## src/rtl/spi_byte_master.sv

```systemverilog
// spi_byte_master: mode-0 MSB-first SPI byte shifter on a toggle req/ack byte port.
module spi_byte_master #(
  parameter int HALF_PERIOD = 2
) (
  input  logic       clk,
  input  logic       reset,
  input  logic       spi_req,
  output logic       spi_ack,
  input  logic [7:0] spi_d,
  output logic [7:0] spi_q,
  input  logic       spi_cs_n,
  output logic       flash_cs_n,
  output logic       flash_sck,
  output logic       flash_mosi,
  input  logic       flash_miso,
  output logic       busy
);
  localparam int CW = HALF_PERIOD > 1 ? $clog2(HALF_PERIOD) : 1;
  localparam logic [CW-1:0] CMAX = CW'(HALF_PERIOD - 1);
  typedef enum logic [1:0] {IDLE, LOW, HIGH} state_t;
  state_t state, state_n;
  logic [CW-1:0] cnt, cnt_n;
  logic [2:0] bitc, bitc_n;
  logic [7:0] sh, sh_n, q_n;
  logic mosi_n, sck_n, ack_n, busy_n, expire;
  assign expire = cnt == '0;
  always_comb begin
    state_n = state;
    cnt_n = cnt;
    bitc_n = bitc;
    sh_n = sh;
    q_n = spi_q;
    mosi_n = flash_mosi;
    sck_n = flash_sck;
    ack_n = spi_ack;
    busy_n = busy;
    case (state)
      IDLE: if (spi_req != spi_ack) begin
        sh_n = spi_d;
        mosi_n = spi_d[7];
        bitc_n = '0;
        busy_n = 1'b1;
        cnt_n = CMAX;
        state_n = LOW;
      end
      LOW: if (expire) begin
        sck_n = 1'b1;
        sh_n = {sh[6:0], flash_miso};
        cnt_n = CMAX;
        state_n = HIGH;
      end else cnt_n = cnt - 1'b1;
      HIGH: if (expire) begin
        sck_n = 1'b0;
        cnt_n = CMAX;
        if (bitc != 3'd7) begin
          bitc_n = bitc + 3'd1;
          mosi_n = sh[7];
          state_n = LOW;
        end else begin
          q_n = sh;
          ack_n = ~spi_ack;
          busy_n = 1'b0;
          state_n = IDLE;
        end
      end else cnt_n = cnt - 1'b1;
      default: state_n = IDLE;
    endcase
  end
  always_ff @(posedge clk) begin
    flash_cs_n <= reset ? 1'b1 : spi_cs_n;
    if (reset) begin
      state <= IDLE;
      cnt <= '0;
      bitc <= '0;
      sh <= '0;
      spi_q <= '0;
      flash_mosi <= 1'b0;
      flash_sck <= 1'b0;
      spi_ack <= 1'b0;
      busy <= 1'b0;
    end else begin
      state <= state_n;
      cnt <= cnt_n;
      bitc <= bitc_n;
      sh <= sh_n;
      spi_q <= q_n;
      flash_mosi <= mosi_n;
      flash_sck <= sck_n;
      spi_ack <= ack_n;
      busy <= busy_n;
    end
  end
endmodule

```

## config.mk

```make
export PLATFORM = sky130hd
export DESIGN_NAME = spi_byte_master
export DESIGN_NICKNAME = d
export VERILOG_FILES = /design/src/rtl/spi_byte_master.sv
export SDC_FILE = /design/constraint.sdc
export NUM_CORES = 1
export LEC_CHECK = 0
export ABC_AREA = 0
export CORE_ASPECT_RATIO = 1.25
export CORE_MARGIN = 10
export CORE_UTILIZATION = 35
export DETAILED_ROUTE_END_ITERATION = 7
export GPL_TIMING_DRIVEN = 0
export SLEW_MARGIN = 20
export SYNTH_ARGS = -nofsm -noshare
export SYNTH_HDL_FRONTEND = slang
export SYNTH_SLANG_ARGS = --single-unit
```

## constraint.sdc

```tcl
create_clock -name clk -period 2 [get_ports clk]
set_input_delay 0.4 -clock clk [delete_from_list [all_inputs] [get_ports clk]]
set_output_delay 0.4 -clock clk [all_outputs]
set_load 0.02 [all_outputs]
```

==> results of run 1 <==
-- Yosys cell counts, drive strengths merged, types with 4 or more instances --
cell type,count
mux2i,8
clkbuf,7
nand3,9
nor2,15
a21oi,17
dfxtp,27
ha,6
a211oi,9
nand2,11
o21a,4
inv,5
-- cells by family after synthesis --
| kind of cell | synth area share (%) |
|---|---|
| compound gates | 24.2 |
| simple gates | 14.5 |
| flops | 42.4 |
| buf+inv | 4.80 |
| mux | 6.27 |
| fa+ha+maj | 5.88 |
| xor+xnor | 1.96 |
-- metal layers --
layer / track usage, % / vias up / part of all wire [%]
li1: - / 568 / -
met1: 10.8 / 494 / 42
met2: 16.9 / 20 / 51
met3: 3.08 / 4 / 5.6
met4: 2.89 / 0 / 1.1
met5: 0 / - / 0
-- power by group --
group | switching (mW) | total, mW | internal, mW
Sequential | 0.0748 | 0.716 | 0.641
Combinational | 0.367 | 0.682 | 0.316
Clock | 0.182 | 0.323 | 0.141
Total | 0.623 | 1.72 | 1.10
-- repair_timing --
item / in CTS / in global routing
hold buffers: 0 / 0
cloned: 0 / 0
setup buffers: 0 / 2
hold endpoints to repair: 0 / 0
resized for setup: 2 / 2
pin swaps: 0 / 1
setup endpoints to repair: 3 / 5
-- registers in the layout, indices dropped and copies added, names as in the netlist --
name / cells
flash_mosi: 1
flash_cs_n: 1
busy: 1
flash_sck: 1
spi_ack: 1
cnt: 1
spi_q: 8
state: 2
bitc: 3
sh: 8
-- metrics by stage --
stage	TNS [ps]	setup slack [ps]	area (sq um)	total power, mW
after floorplan	0	363	1280	1.21
final	0	178	1640	1.72
after global routing	0	26.5	1640	1.85
after global placement	-447	-111	1570	1.35
after detailed placement	-620	-142	1570	1.38
after CTS	0	75.4	1620	1.70
-- cell usage in the layout (no fill, tap or decap), drive strengths merged --
cell           Yosys  layout
xor2               1       1
clkbuf             7       9
inv                5       5
a211o              1       1
xnor2              1       1
a22o               1       1
nor2b              2       2
mux2i              8       8
a2111oi            3       3
nand3              9       9
clkdlybuf4s50      0      24
or2                1       1
o2bb2ai            1       1
a22oi              2       2
a21oi             17      17
ha                 6       6
a21bo              1       1
o21a               4       4
a31oi              1       1
and2               2       2
o31ai              1       1
nand2b             1       1
buf                3       5
o21ai              3       3
o21bai             1       1
clkinvlp           0       1
a211oi             9       9
nor3               1       1
dfxtp             27      27
nand2             11      11
nor2              15      15
-- worst register-to-register path: stages (launching register included) --
cell                       delay [ps]
sky130_fd_sc_hd__dfxtp_1          420
sky130_fd_sc_hd__inv_1             90
sky130_fd_sc_hd__ha_1             240
sky130_fd_sc_hd__and2_1           200
sky130_fd_sc_hd__a211oi_4         290
sky130_fd_sc_hd__buf_4            230
sky130_fd_sc_hd__nor2_1            50
sky130_fd_sc_hd__a211oi_1         210
-- area by class of cell --
class | count | area [sq um] | area share, %
repair buffers | 26 | 255 | 15.6
multi-input cells | 103 | 684 | 41.9
clock buffers | 3 | 41.3 | 2.52
flip-flops and latches | 27 | 541 | 33.1
plain buffers | 9 | 38.8 | 2.37
inverters | 5 | 18.8 | 1.15
clock inverters | 1 | 7.51 | 0.459
well taps | 39 | 48.8 | 2.98
-- worst max path at each step --
| stage | from | to | slack (ps) |
|---|---|---|---|
| 5_1_grt | state[1]$_SDFFE_PP0P_ | sh[1]$_SDFFE_PP0P_ | 30 |
| 6_report | state[1]$_SDFFE_PP0P_ | sh[1]$_SDFFE_PP0P_ | 180 |
| 3_5_place_dp | spi_req | bitc[2]$_SDFFE_PP0P_ | -140 |
| 3_3_place_gp | spi_req | sh[0]$_SDFFE_PP0P_ | -110 |
| 2_1_floorplan | state[0]$_SDFFE_PP0P_ | busy$_SDFFE_PP0P_ | 360 |
| 4_1_cts | state[0]$_SDFFE_PP0P_ | bitc[2]$_SDFFE_PP0P_ | 80 |
==> metrics.md, run 1 <==
| Metric | Value |
|---|---|
| Category of the worst setup path capture point | flop |
| Sum of overflow across all layers after global routing | 0 |
| Portion of synthesized cell area occupied by the leading cell type | 42.4% |
| Run status | finished clean |
| Max Clk Rate | 549 MHz |
| Stages on worst setup path | 7 |
| CTS clk-pin slew, worst paths | 100 ps |
| Count of non-filler cells in the finished layout | 213 |
| Power per cell area | 1050 nW/um^2 |
| Mapped Area | 1280 sq um |
| Row count | 24 |
| Setup repair after global routing missed its margin | no |
| TritonCTS clock tree | built |
| Startpoint of the lowest-slack register-to-register path | state[1]$_SDFFE_PP0P_ |
| Average cell area after synthesis | 8.80 sq um |
| Chain of cells forming the critical path | inv_1 > ha_1 > and2_1 > a211oi_4 > buf_4 > nor2_1 > a211oi_1 |
| Number of different library cells in the post-synthesis netlist | 32 |
| Capture endpoint of the worst hold path | spi_q[7]$_SDFFE_PP0P_ |
| Post-synth top flop | sky130_fd_sc_hd__dfxtp_1 |
| Maximum number of buffers from clock root to sink | 2 |
| Number of flops mapped to enable cells by yosys | 0 |
| Boundary pin count | 26 |
| Worst slew margin | 57.3% |
| Area overhead of the layout relative to synthesis | 28.1% |
| Die extent in y | 87.5 um |
| Number of global-route vias before repair | 1140 |
| Warnings from Yosys | 0 |
| Maximum VDD drop | 0.607 mV |
| DRT Pass-1 Iters | 2 |
| Global-route wire length before repair | 5140 um |
| Count of final max-slew check failures | 0 |
| Worst Hold Slack | 461 ps |
| Clock latency on the worst-skew pair | 270 ps |
| Die Area | 6480 sq um |
| Starting DRC count in detailed routing | 18 |
| Post-synth ARST share | 0% |
| Kind of cell with the highest combined delay on the critical path | compound AO/OA/AOI/OAI gates |
| Synth area leaders | sky130_fd_sc_hd__dfxtp_1 (42%), sky130_fd_sc_hd__a21oi_1 (6.7%), sky130_fd_sc_hd__mux2i_1 (6.3%), sky130_fd_sc_hd__ha_1 (5.9%), sky130_fd_sc_hd__a211oi_1 (4.7%) |
| CP bufs+invs | 2 |
| Cells after synthesis | 145 |
| Leakage power | 0.598 nW |
| Library cell occupying the most area in the post-synthesis netlist | sky130_fd_sc_hd__dfxtp_1 |
| Largest net degree at the start of global routing | 17 |
| Total Nets Final | 194 |
| Area of the core | 3510 sq um |
| Per-cell via count in the routed design | 5.10 |
| Floorplan die width | 74.0 um |
| Total routing usage reported by global routing | 9.70% |
| Critical-path cell with the highest stage delay | sky130_fd_sc_hd__dfxtp_1 |
| Inserted Clock Buffers | 3 |
| Setup violation total in the final timing report | 0 |
| Wirelength, routed | 3030 um |
| Maximum fanout along the worst path | 10 |
| Utilization after layout | 46.5% |
| DPL Wire Length | 2350 um |
| Min-Delay Path Depth | 2 |
| Inst Count DP | 208 |
| Final worst path period need | 1820 ps |
| CTS Root Buffer Type | sky130_fd_sc_hd__clkbuf_8 |
| Category of the most critical setup path | flop to flop |
| Final hold violation count | 0 |
| HP Start | spi_q[7]$_SDFFE_PP0P_ |
| Transition time at the pin with the least slew margin | 640 ps |
| Avg WL per Cell | 14.2 um |
| Fill cell count | 360 |
| Sequential area share after synthesis | 42.4% |
| Number of violations of the max-capacitance limit | 0 |
| Worst Skew | 6.34 ps |
| CP max stage delay | 420 ps |
| Post-synthesis sequential element count | 27 |
| Total vias in the final route | 1086 |
| Number of antenna-violating nets in the routed design | 0 |
| Worst hold-check path type | flop to flop |
| Remaining routing DRC violations | 0 |
| ANT cells | 0 |
| IO Port Bufs | 24 |
| Reg2reg path depth | 7 |
| Final Wtd Congestion | 0.766 |
| Required time of the critical path | 2190 ps |
| Initial antenna violation count | 0 |
| Arrival time of the worst setup path | 2010 ps |
| Period utilisation layout | 91.1% |
| Reg2Reg Setup Slack | 180 ps |
| Fraction of layout cells with a size suffix above 1 | 8.05% |
| TritonCTS Sinks | 27 |
| Starting density of the core | 36.3% |
| CP startpoint kind | flop |
| Synth Net Count | 164 |
| Reg-to-reg endpoint | sh[1]$_SDFFE_PP0P_ |
| CTS HTree Levels | 1 |
No activity file was read; power rests on OpenSTA's default activity.
==> inputs of run 2 (changes only) <==
--- a/config.mk
+++ b/config.mk
@@ -6,6 +6,7 @@
 export NUM_CORES = 1
 export LEC_CHECK = 0
 export ABC_AREA = 0
+export CAP_MARGIN = 20
 export CORE_ASPECT_RATIO = 1.25
 export CORE_MARGIN = 10
 export CORE_UTILIZATION = 35
==> results of run 2 <==
Same layout as run 1: the final DEF is identical, and so are final timing and power.
==> inputs of run 3 (changes only) <==
==> constraint.sdc (replaced) <==
create_clock -name clk -period 2 [get_ports clk]
set_input_delay 0.6 -clock clk [delete_from_list [all_inputs] [get_ports clk]]
set_output_delay 0.6 -clock clk [all_outputs]
set_load 0.02 [all_outputs]
==> run 3 against run 2 <==
  * Clock skew decreased by 2.3 ps
  * Core utilization down 0.21 points
  * Sequential share of layout area increased by 0.15 points
  * Critical path depth decreased by 6
  * Worst hold slack is essentially flat
  * Total power decreased by 0.57%
  * Cell area fell by 0.46%
  * Fmax down 5.9%
  * First-iteration DRC count did not move
  * Sequential cell count stayed put
  * Combinational power is 2% lower
  * Final cell count shrank 0.47%
  * Critical endpoint is now spi_ack
  * Highest routed layer unchanged
==> metrics.md, run 3 (synthesis gave the netlist of run 1 again) <==
| Metric | Value |
|---|---|
| Run status | finished clean |
| Final worst path period need | 1940 ps |
| IO Port Bufs | 24 |
| Clock latency on the worst-skew pair | 270 ps |
| Leading cell types in the layout, fill and taps excluded | sky130_fd_sc_hd__dfxtp_1 (27), sky130_fd_sc_hd__clkdlybuf4s50_1 (24), sky130_fd_sc_hd__a21oi_1 (17) |
| Maximum fanout along the worst path | 3 |
| Most used routing layer | met2 |
| Total routing usage reported by global routing | 9.70% |
| CP max stage delay | 640 ps |
| Sum of overflow across all layers after global routing | 0 |
| ANT cells | 0 |
| Required time of the critical path | 1400 ps |
| Critical-path cell with the highest stage delay | sky130_fd_sc_hd__clkdlybuf4s50_1 |
| Worst Hold Slack | 461 ps |
| Kind of cell with the highest combined delay on the critical path | buffers and inverters |
| Starting DRC count in detailed routing | 18 |
| Power per cell area | 1050 nW/um^2 |
| Maximum VDD drop | 0.707 mV |
| GRT met2 Usage | 17.0% |
| Leakage power | 0.593 nW |
| Number of violations of the max-capacitance limit | 0 |
| Worst slew margin | 57.0% |
| Boundary pin count | 26 |
| Largest net degree at the start of global routing | 17 |
| Number of hold buffers added after cts | 0 |
| Final hold violation count | 0 |
| Transition time at the pin with the least slew margin | 644 ps |
| Fraction of layout cells with a size suffix above 1 | 7.51% |
| Chain of cells forming the critical path | clkdlybuf4s50_1 |
| Setup repair after global routing missed its margin | no |
| Area of the core | 3510 sq um |
| Count of final max-slew check failures | 0 |
| Total Nets Final | 193 |
| Final Wtd Congestion | 0.766 |
| Period utilisation layout | 96.8% |
| Setup_tns | 0 ps |
| TritonCTS Sinks | 27 |
| Sequential cell area in the final layout | 541 sq um |
| Arrival time of the worst setup path | 1340 ps |
| CTS HTree Levels | 1 |
| Per-cell via count in the routed design | 5.15 |
| Worst hold-check path type | flop to flop |
| Worst Skew | 3.99 ps |
| CP startpoint kind | flop |
| Total vias in the final route | 1091 |
| Floorplan die width | 74.0 um |
| Maximum number of buffers from clock root to sink | 2 |
| Avg WL per Cell | 14.3 um |
| Met3 track demand over resource in global routing | 3.08% |
| Row count | 24 |
| Initial antenna violation count | 0 |
| Global-route wire length before repair | 5150 um |
| Number of antenna-violating nets in the routed design | 0 |
| TritonCTS clock tree | built |
| Fill cell count | 360 |
| Number of global-route vias before repair | 1150 |
| Regs by FF count | sh: 8 flops, spi_q: 8 flops, bitc: 3 flops |
| Pre-CTS setup slack | -342 ps |
| Grt met1 use | 10.8% |
| Starting density of the core | 36.3% |
| Inserted Clock Buffers | 3 |
| Wirelength, routed | 3040 um |
| CTS Root Buffer Type | sky130_fd_sc_hd__clkbuf_8 |
| Setup violation total in the final timing report | 0 |
| Category of the worst setup path capture point | output pin |
| Category of the most critical setup path | flop to output pin |
| CP bufs+invs | 1 |
| Max Clk Rate | 516 MHz |
| Most frequent standard cell in the layout excluding fill and tap cells | sky130_fd_sc_hd__dfxtp_1 |
| Area overhead of the layout relative to synthesis | 27.5% |
| Die extent in y | 87.5 um |
| DPL Wire Length | 2350 um |
| DRT Pass-1 Iters | 4 |
| Remaining routing DRC violations | 0 |
| Multi-input gate area in the final layout | 684 sq um |
| Final setup margin | 63.8 ps |
| Die Area | 6480 sq um |
| CTS clk-pin slew, worst paths | 100 ps |
-- run 3: cell types whose count changed in the layout (fill, tap and decap cells not counted), sizes merged --
cell and delta:
buf -1
-- run 3: report_power, final --
part | switching, mW | internal (mW) | total (mW)
clock | 0.185 | 0.142 | 0.326
combinational | 0.364 | 0.304 | 0.669
sequential | 0.0750 | 0.641 | 0.716
-- run 3: stage by stage --
step	total power, mW	util (%)	instance area (sq um)	std cells
after CTS	1.72	46.3	1630	213
after global routing	1.84	46.3	1630	212
after global placement	1.35	44.6	1570	208
final	1.71	46.3	1630	212
after floorplan	1.21	-	1280	145
after detailed placement	1.38	44.6	1570	208
-- run 3: area by class of cell --
class | instances | area share [%]
buffer | 9 | 2.38
clock buffer | 3 | 2.54
clock inverter | 1 | 0.461
inverter | 5 | 1.15
multi-input combinational | 103 | 42.0
sequential | 27 | 33.2
tap | 39 | 3.00
timing repair buffer | 25 | 15.2
-- run 3: final timing paths --
kind                                 to                   from  slack, ps  cells past startpoint
setup / recovery                spi_ack   spi_ack$_SDFFE_PP0P_         60                      1
hold / removal    spi_q[7]$_SDFFE_PP0P_  spi_q[7]$_SDFFE_PP0P_        460                      2
setup reg to reg      busy$_SDFFE_PP0P_  state[0]$_SDFFE_PP0P_        210                      7
hold reg to reg   spi_q[7]$_SDFFE_PP0P_  spi_q[7]$_SDFFE_PP0P_        460                      2
-- run 3: routing by layer --
metal	share of wire [%]	wire length [um]
met1	42	1290
met2	51	1550
met3	5.4	164
met4	1.1	34
met5	0	0
-- run 3: repair_timing --
action | CTS | global route
setup buffers | 1 | 0
resized for setup | 2 | 2
pin swaps | 1 | 0
endpoints found under the setup margin | 5 | 4
